File: src/rtl/mem_access_stage_if.sv
`default_nettype none
// ============================================================================
// Module : mem_access_stage_if
// Brief  : req/ack data-memory port between the MEM stage (master) and memory.
// Rev    : 1.0  initial release
// ============================================================================
interface mem_access_stage_if;
    logic        dmem_req;
    logic        dmem_we;
    logic [31:0] dmem_addr;
    logic [3:0]  dmem_be;
    logic [31:0] dmem_wdata;
    logic [31:0] dmem_rdata;
    logic        dmem_ack;

    modport master (
        output dmem_req, dmem_we, dmem_addr, dmem_be, dmem_wdata,
        input  dmem_rdata, dmem_ack
    );

    modport slave (
        input  dmem_req, dmem_we, dmem_addr, dmem_be, dmem_wdata,
        output dmem_rdata, dmem_ack
    );
endinterface
`default_nettype wire

File: src/rtl/mem_access_stage.sv
`default_nettype none
// ============================================================================
// Module : mem_access_stage
// Brief  : EX/MEM register, req/ack data-memory access with timeout, MEM/WB register.
// Rev    : 1.0  initial release
// ============================================================================
module mem_access_stage #(
    parameter int TIMEOUT = 16
) (
    input  wire                 clk,
    input  wire                 rst,
    mem_access_stage_if.master  dmem,
    input  wire                 ex_mem_read,
    input  wire                 ex_mem_write,
    input  wire  [1:0]          ex_length,
    input  wire                 ex_sign,
    input  wire  [31:0]         ex_alu_result,
    input  wire  [31:0]         ex_store_data,
    input  wire  [4:0]          ex_write_reg,
    input  wire                 ex_reg_write,
    input  wire                 ex_mem_to_reg,
    output logic                mem_stall,
    output logic                wb_reg_write,
    output logic                wb_mem_to_reg,
    output logic [4:0]          wb_write_reg,
    output logic [31:0]         wb_alu_result,
    output logic [31:0]         wb_load_data,
    output logic                misalign_err,
    output logic                bus_err
);

    typedef enum logic [0:0] {
        S_IDLE   = 1'b0,
        S_ACCESS = 1'b1
    } state_t;

    localparam logic [7:0] c_LAST_WAIT = 8'(TIMEOUT - 1);

    state_t      r_state;
    logic [7:0]  r_wait_cnt;

    logic        r_mem_read;
    logic        r_mem_write;
    logic [1:0]  r_length;
    logic        r_sign;
    logic [31:0] r_addr;
    logic [31:0] r_store_data;
    logic [4:0]  r_write_reg;
    logic        r_reg_write;
    logic        r_mem_to_reg;

    logic        w_ex_start;
    logic        w_r_misaligned;
    logic        w_load;
    logic        w_access;
    logic        w_last;
    logic        w_ack;
    logic        w_abort;
    logic [3:0]  w_be;
    logic [31:0] w_wdata;
    logic [7:0]  w_byte;
    logic [15:0] w_half;
    logic [31:0] w_load_ext;

    function automatic logic f_misaligned(input logic [1:0] len, input logic [1:0] a);
        case (len)
            2'd0:    return 1'b0;
            2'd1:    return a[0];
            default: return (a != 2'b00);
        endcase
    endfunction

    // A request that sets both read and write is handled as a store.
    assign w_ex_start     = (ex_mem_read | ex_mem_write) & ~f_misaligned(ex_length, ex_alu_result[1:0]);
    assign w_r_misaligned = (r_mem_read | r_mem_write) & f_misaligned(r_length, r_addr[1:0]);
    assign w_load         = r_mem_read & ~r_mem_write;

    assign w_access  = (r_state == S_ACCESS);
    assign w_last    = (r_wait_cnt == c_LAST_WAIT);
    assign w_ack     = w_access & dmem.dmem_ack;
    assign w_abort   = w_access & ~dmem.dmem_ack & w_last;
    assign mem_stall = w_access & ~dmem.dmem_ack & ~w_last;

    always_comb begin
        w_be       = 4'b1111;
        w_wdata    = r_store_data;
        w_load_ext = dmem.dmem_rdata;
        case (r_addr[1:0])
            2'd0:    w_byte = dmem.dmem_rdata[7:0];
            2'd1:    w_byte = dmem.dmem_rdata[15:8];
            2'd2:    w_byte = dmem.dmem_rdata[23:16];
            default: w_byte = dmem.dmem_rdata[31:24];
        endcase
        w_half = r_addr[1] ? dmem.dmem_rdata[31:16] : dmem.dmem_rdata[15:0];
        case (r_length)
            2'd0: begin
                w_be       = 4'b0001 << r_addr[1:0];
                w_wdata    = {4{r_store_data[7:0]}};
                w_load_ext = {{24{r_sign & w_byte[7]}}, w_byte};
            end
            2'd1: begin
                w_be       = r_addr[1] ? 4'b1100 : 4'b0011;
                w_wdata    = {2{r_store_data[15:0]}};
                w_load_ext = {{16{r_sign & w_half[15]}}, w_half};
            end
            default: begin
                w_be       = 4'b1111;
            end
        endcase
    end

    // Bus fields are forced to zero outside an access so idle/reset presents a quiet port.
    assign dmem.dmem_req   = w_access;
    assign dmem.dmem_we    = w_access & r_mem_write;
    assign dmem.dmem_addr  = w_access ? {r_addr[31:2], 2'b00} : 32'd0;
    assign dmem.dmem_be    = w_access ? w_be : 4'd0;
    assign dmem.dmem_wdata = (w_access & r_mem_write) ? w_wdata : 32'd0;

    always_ff @(negedge clk or negedge rst) begin
        if (!rst) begin
            r_state       <= S_IDLE;
            r_wait_cnt    <= '0;
            r_mem_read    <= 1'b0;
            r_mem_write   <= 1'b0;
            r_length      <= '0;
            r_sign        <= 1'b0;
            r_addr        <= '0;
            r_store_data  <= '0;
            r_write_reg   <= '0;
            r_reg_write   <= 1'b0;
            r_mem_to_reg  <= 1'b0;
            wb_reg_write  <= 1'b0;
            wb_mem_to_reg <= 1'b0;
            wb_write_reg  <= '0;
            wb_alu_result <= '0;
            wb_load_data  <= '0;
            misalign_err  <= 1'b0;
            bus_err       <= 1'b0;
        end else if (mem_stall) begin
            r_wait_cnt    <= r_wait_cnt + 8'd1;
            wb_reg_write  <= 1'b0;
            wb_mem_to_reg <= 1'b0;
            wb_load_data  <= '0;
            misalign_err  <= 1'b0;
            bus_err       <= 1'b0;
        end else begin
            r_state       <= w_ex_start ? S_ACCESS : S_IDLE;
            r_wait_cnt    <= '0;
            r_mem_read    <= ex_mem_read;
            r_mem_write   <= ex_mem_write;
            r_length      <= ex_length;
            r_sign        <= ex_sign;
            r_addr        <= ex_alu_result;
            r_store_data  <= ex_store_data;
            r_write_reg   <= ex_write_reg;
            r_reg_write   <= ex_reg_write;
            r_mem_to_reg  <= ex_mem_to_reg;
            // Retire whatever EX/MEM held; misaligned and aborted ops never write a register.
            wb_reg_write  <= r_reg_write & ~w_r_misaligned & ~w_abort;
            wb_mem_to_reg <= r_mem_to_reg;
            wb_write_reg  <= r_write_reg;
            wb_alu_result <= r_addr;
            wb_load_data  <= (w_load & w_ack) ? w_load_ext : 32'd0;
            misalign_err  <= w_r_misaligned;
            bus_err       <= w_abort;
        end
    end

endmodule
`default_nettype wire

File: src/flat_wrapper.sv
// flat-port wrapper written by rule: the top's interface ports become plain ports
module mem_access_stage_flat 
#(
    parameter int TIMEOUT = 16
)
  (clk, rst, ex_mem_read, ex_mem_write, ex_length, ex_sign, ex_alu_result, ex_store_data, ex_write_reg, ex_reg_write, ex_mem_to_reg, mem_stall, wb_reg_write, wb_mem_to_reg, wb_write_reg, wb_alu_result, wb_load_data, misalign_err, bus_err, dmem_dmem_req, dmem_dmem_we, dmem_dmem_addr, dmem_dmem_be, dmem_dmem_wdata, dmem_dmem_rdata, dmem_dmem_ack);
  mem_access_stage_if dmem_i ();
  input  wire clk;
  input  wire rst;
  input  wire ex_mem_read;
  input  wire ex_mem_write;
  input  wire  [1:0] ex_length;
  input  wire ex_sign;
  input  wire  [31:0] ex_alu_result;
  input  wire  [31:0] ex_store_data;
  input  wire  [4:0] ex_write_reg;
  input  wire ex_reg_write;
  input  wire ex_mem_to_reg;
  output logic mem_stall;
  output logic wb_reg_write;
  output logic wb_mem_to_reg;
  output logic [4:0] wb_write_reg;
  output logic [31:0] wb_alu_result;
  output logic [31:0] wb_load_data;
  output logic misalign_err;
  output logic bus_err;
  output wire logic [$bits(dmem_i.dmem_req)-1:0] dmem_dmem_req;
  output wire logic [$bits(dmem_i.dmem_we)-1:0] dmem_dmem_we;
  output wire logic [$bits(dmem_i.dmem_addr)-1:0] dmem_dmem_addr;
  output wire logic [$bits(dmem_i.dmem_be)-1:0] dmem_dmem_be;
  output wire logic [$bits(dmem_i.dmem_wdata)-1:0] dmem_dmem_wdata;
  input wire logic [$bits(dmem_i.dmem_rdata)-1:0] dmem_dmem_rdata;
  input wire logic [$bits(dmem_i.dmem_ack)-1:0] dmem_dmem_ack;
  assign dmem_dmem_req = dmem_i.dmem_req;
  assign dmem_dmem_we = dmem_i.dmem_we;
  assign dmem_dmem_addr = dmem_i.dmem_addr;
  assign dmem_dmem_be = dmem_i.dmem_be;
  assign dmem_dmem_wdata = dmem_i.dmem_wdata;
  assign dmem_i.dmem_rdata = dmem_dmem_rdata;
  assign dmem_i.dmem_ack = dmem_dmem_ack;
  mem_access_stage #(.TIMEOUT(TIMEOUT)) u_core (.clk(clk), .rst(rst), .dmem(dmem_i), .ex_mem_read(ex_mem_read), .ex_mem_write(ex_mem_write), .ex_length(ex_length), .ex_sign(ex_sign), .ex_alu_result(ex_alu_result), .ex_store_data(ex_store_data), .ex_write_reg(ex_write_reg), .ex_reg_write(ex_reg_write), .ex_mem_to_reg(ex_mem_to_reg), .mem_stall(mem_stall), .wb_reg_write(wb_reg_write), .wb_mem_to_reg(wb_mem_to_reg), .wb_write_reg(wb_write_reg), .wb_alu_result(wb_alu_result), .wb_load_data(wb_load_data), .misalign_err(misalign_err), .bus_err(bus_err));
endmodule
File: config.mk
export PLATFORM = sky130hd
export DESIGN_NAME = mem_access_stage_flat
export DESIGN_NICKNAME = d
export VERILOG_FILES = /design/src/rtl/mem_access_stage_if.sv /design/src/rtl/mem_access_stage.sv /design/src/flat_wrapper.sv
export SDC_FILE = /design/constraint.sdc
export NUM_CORES = 1
export LEC_CHECK = 0
export CORE_MARGIN = 3
export CORE_UTILIZATION = 35
export CTS_CLUSTER_DIAMETER = 50
export DETAILED_ROUTE_END_ITERATION = 8
export GPL_TIMING_DRIVEN = 0
export PLACE_DENSITY = 0.63
export SLEW_MARGIN = 20
export SYNTH_ARGS = -nofsm -noshare
export SYNTH_HDL_FRONTEND = slang
export SYNTH_SLANG_ARGS = --single-unit
File: constraint.sdc
create_clock -name clk -period 2.2 [get_ports clk]
set_input_delay 0.55 -clock clk [delete_from_list [all_inputs] [get_ports clk]]
set_output_delay 0.55 -clock clk [all_outputs]
set_load 0.05 [all_outputs]
==> flow_summary.json <==
{
  "drive_gt1_share_pct": 58.3,
  "yosysMostFrequentCell": "dfrtn_1",
  "crit_type": "flop to output port",
  "dp_slack_ns": -2.01,
  "synth_top_cell_area_share_pct": 54.3,
  "run_status": "complete, but fails checks",
  "yosys.cell_types.count": 49,
  "post_synth_main_area_contributors": "dfrtn_1 (54%), mux2_2 (10%), mux2_4 (9.9%)",
  "arrival_ns": 2.92,
  "timing.hold.worst.class": "flop to flop",
  "worst-path-max-fanout": 5,
  "tritoncts_clock_tree": "done",
  "num-nets-final": 1083,
  "grt_first_pass_wirelength_um": 35700,
  "routed_wirelength_um": 24200,
  "leakagePower_nw": 6.14,
  "floorplan.initialDensity_pct": 35.8,
  "rrSetupSlack_ns": 0.12,
  "relSlewSlack_pct": 49.0,
  "io_pins": 255,
  "clock_insertion_delay_worst_skew_ns": 0.40,
  "detailedRoute.firstPassIterationCount": 4,
  "postRouteAntennaNets": 0,
  "vdd_drop_max_v": 0.000529,
  "row_count": 52,
  "post_drt_wl_per_cell_um": 19.3,
  "report.final.hold_viol_count": 0,
  "detailed_place_hpwl_um": 15900,
  "finalWorstSetupSlack_ns": -1.27,
  "fp.dieArea_mm2": 0.0226,
  "n_fill_cell": 1464,
  "h_tree_depth": 4,
  "cts-root-to-sink-buffers": 2,
  "grt_start_max_net_pins": 98,
  "setup_violations": 291,
  "syn-mean-instance-area_um2": 12.3,
  "synth-main-ff-cell": "dfrtn_1",
  "maxCapViolCount": 0,
  "port-buffer-count": 252,
  "synth-seq-area-share_pct": 54.3,
  "number_of_max_slew_violations_in_the_final_report": 0,
  "crit-reg2reg-launch": "u_core.dmem.dmem_req$_DFFE_NN0N_",
  "number_of_flops_mapped_to_enable_cells_by_yosys": 0,
  "via_count_of_the_first_global_routing_pass": 6207,
  "min_delay_path_depth": 1,
  "rr_worst_depth": 10,
  "final.hold.worst_slack_ns": 0.445,
  "timing.rr.end": "u_core.r_store_data[8]$_DFFE_NN0N_",
  "route.detailed.vias_per_inst": 4.76,
  "antennaDiodeCount": 0,
  "timing.critical_path.from": "u_core.r_length[0]$_DFFE_NN0N_",
  "finClkSkew_ns": 0.00870,
  "hp-start": "u_core.r_write_reg[1]$_DFFE_NN0N_",
  "post_synth_most_frequent_cells": "dfrtn_1 (158), nand2_1 (75), mux2_2 (66)",
  "violations": "negative setup slack",
  "globalRouteOverflowTotal": 0,
  "post-synth-top-area-cell": "dfrtn_1",
  "area.sequential_mm2": 0.00395,
  "syn_to_final_growth_pct": 85.0,
  "die_height_um": 150,
  "async_flop_share_pct": 100,
  "globalplace.congestion": 0.816,
  "crit_required_ns": 1.65,
  "initial_antenna_violation_count": 0,
  "fin_tns_setup_ns": -160.12,
  "worst_setup_path_end_kind": "output port",
  "worst_setup_path_start_kind": "flop",
  "groute.usage.overall_pct": 20.8,
  "synth_warn": 0,
  "die-width_um": 150,
  "pwr_density_cell_mw_per_mm2": 813,
  "tritoncts_num_sinks": 158,
  "tightest_slew_ns": 0.763,
  "cts-root-buf": "clkbuf_16",
  "synth_cells": 593,
  "postSynthRegisterBits": 158,
  "synthesis.area_mm2": 0.00728,
  "drc_errors": 0,
  "design.core.area_mm2": 0.0204,
  "cts_buffers": 17,
  "cts.clk_slew.worst_paths_ns": 0.05,
  "initialDrtViolationCount": 170,
  "multi_input_area_mm2": 0.00368,
  "via_count": 5965,
  "worst_hold_path.endpoint": "u_core.wb_write_reg[1]$_DFFE_NN0N_",
  "rsz0062_at_grt": "true"
}
## layout make-up
class,count,area share [%]
Timing Repair Buffer,367,31.8
Sequential cell,158,29.3
Multi-Input combinational cell,383,27.3
Buffer,32,3.74
Clock buffer,22,3.59
Tap cell,270,2.51
Clock inverter,10,1.30
Inverter,12,0.446
## stage by stage
stage,std cells,utilization (%),instance area (um2),power (mW)
after global placement,1116,51.7,10500,6.63
final,1254,66.2,13500,11.0
after global routing,1254,66.2,13500,11.4
after CTS,1218,63.2,12900,10.8
after floorplan,594,-,7660,5.54
after detailed placement,1117,51.8,10600,6.67
## logic make-up after synthesis
kind of cell,share of synthesized area (%)
other,0.0515
adder cells (fa/ha/maj),0.172
multiplexers,22.6
XOR/XNOR,0.361
AND/OR/NAND/NOR,12.0
buffers and inverters,4.43
flip-flops,54.3
AO/OA/AOI/OAI,6.10
## critical path, stage by stage (launching register included)
cell and delay (ns):
dfrtn_1 0.42, buf_4 0.17, buf_4 0.14, nor2_4 0.12, buf_6 0.13, nand2_1 0.07, a21oi_2 0.18, buf_6 0.18
## cell usage in the layout (no fill, tap or decap), types with 4 or more instances in the layout
master / netlist / final
mux2i_2: 0 / 4
mux2i_4: 0 / 11
and3_4: 0 / 8
nand2_2: 0 / 10
inv_1: 11 / 9
clkbuf_8: 0 / 7
dfrtn_1: 158 / 158
mux2_4: 48 / 50
buf_12: 2 / 24
a221oi_2: 7 / 7
a21oi_2: 1 / 13
a21oi_4: 0 / 4
and2_4: 0 / 33
a21oi_1: 29 / 13
buf_4: 8 / 67
buf_16: 0 / 8
nor2_4: 0 / 18
clkdlybuf4s50_1: 0 / 104
nand2_1: 75 / 64
nor2_1: 39 / 16
a22oi_1: 7 / 7
clkbuf_16: 0 / 28
mux2_2: 66 / 64
buf_6: 5 / 120
o21ai_0: 11 / 11
bufinv_16: 0 / 4
buf_8: 1 / 56
nor2_2: 1 / 6
## per-layer routing
metal | global-route usage (%) | part of all wire [%]
met1 | 26.5 | 42
met5 | 0 | 0
met4 | 5.22 | 1.4
met2 | 35.8 | 52
met3 | 4.67 | 4.1
## worst max-delay path by stage
stage | end | slack [ns] | depth (start not counted)
floorplan | dmem_dmem_wdata[13] | -1.00 | 4
global route | dmem_dmem_wdata[28] | -1.37 | 6
detailed placement | dmem_dmem_wdata[27] | -2.01 | 7
finish | dmem_dmem_wdata[12] | -1.27 | 7
global placement | u_core.wb_load_data[26]$_DFF_NN0_ | -6.64 | 1
CTS | dmem_dmem_wdata[24] | -1.29 | 6
## power by group
| part | switching, mW | total, mW | internal [mW] |
|---|---|---|---|
| logic | 2.12 | 4.18 | 2.06 |
| registers | 0.259 | 3.50 | 3.24 |
| clock network | 1.23 | 3.27 | 2.05 |
| total | 3.61 | 11.0 | 7.35 |
## timing repair
item,CTS,global route
gates resized for setup,1209,96
hold buffers,0,0
setup buffers,65,42
pin swaps,24,18
endpoints found under the setup margin,296,293
cloned,9,6
Note: power is estimated with default switching activity, not from simulation.
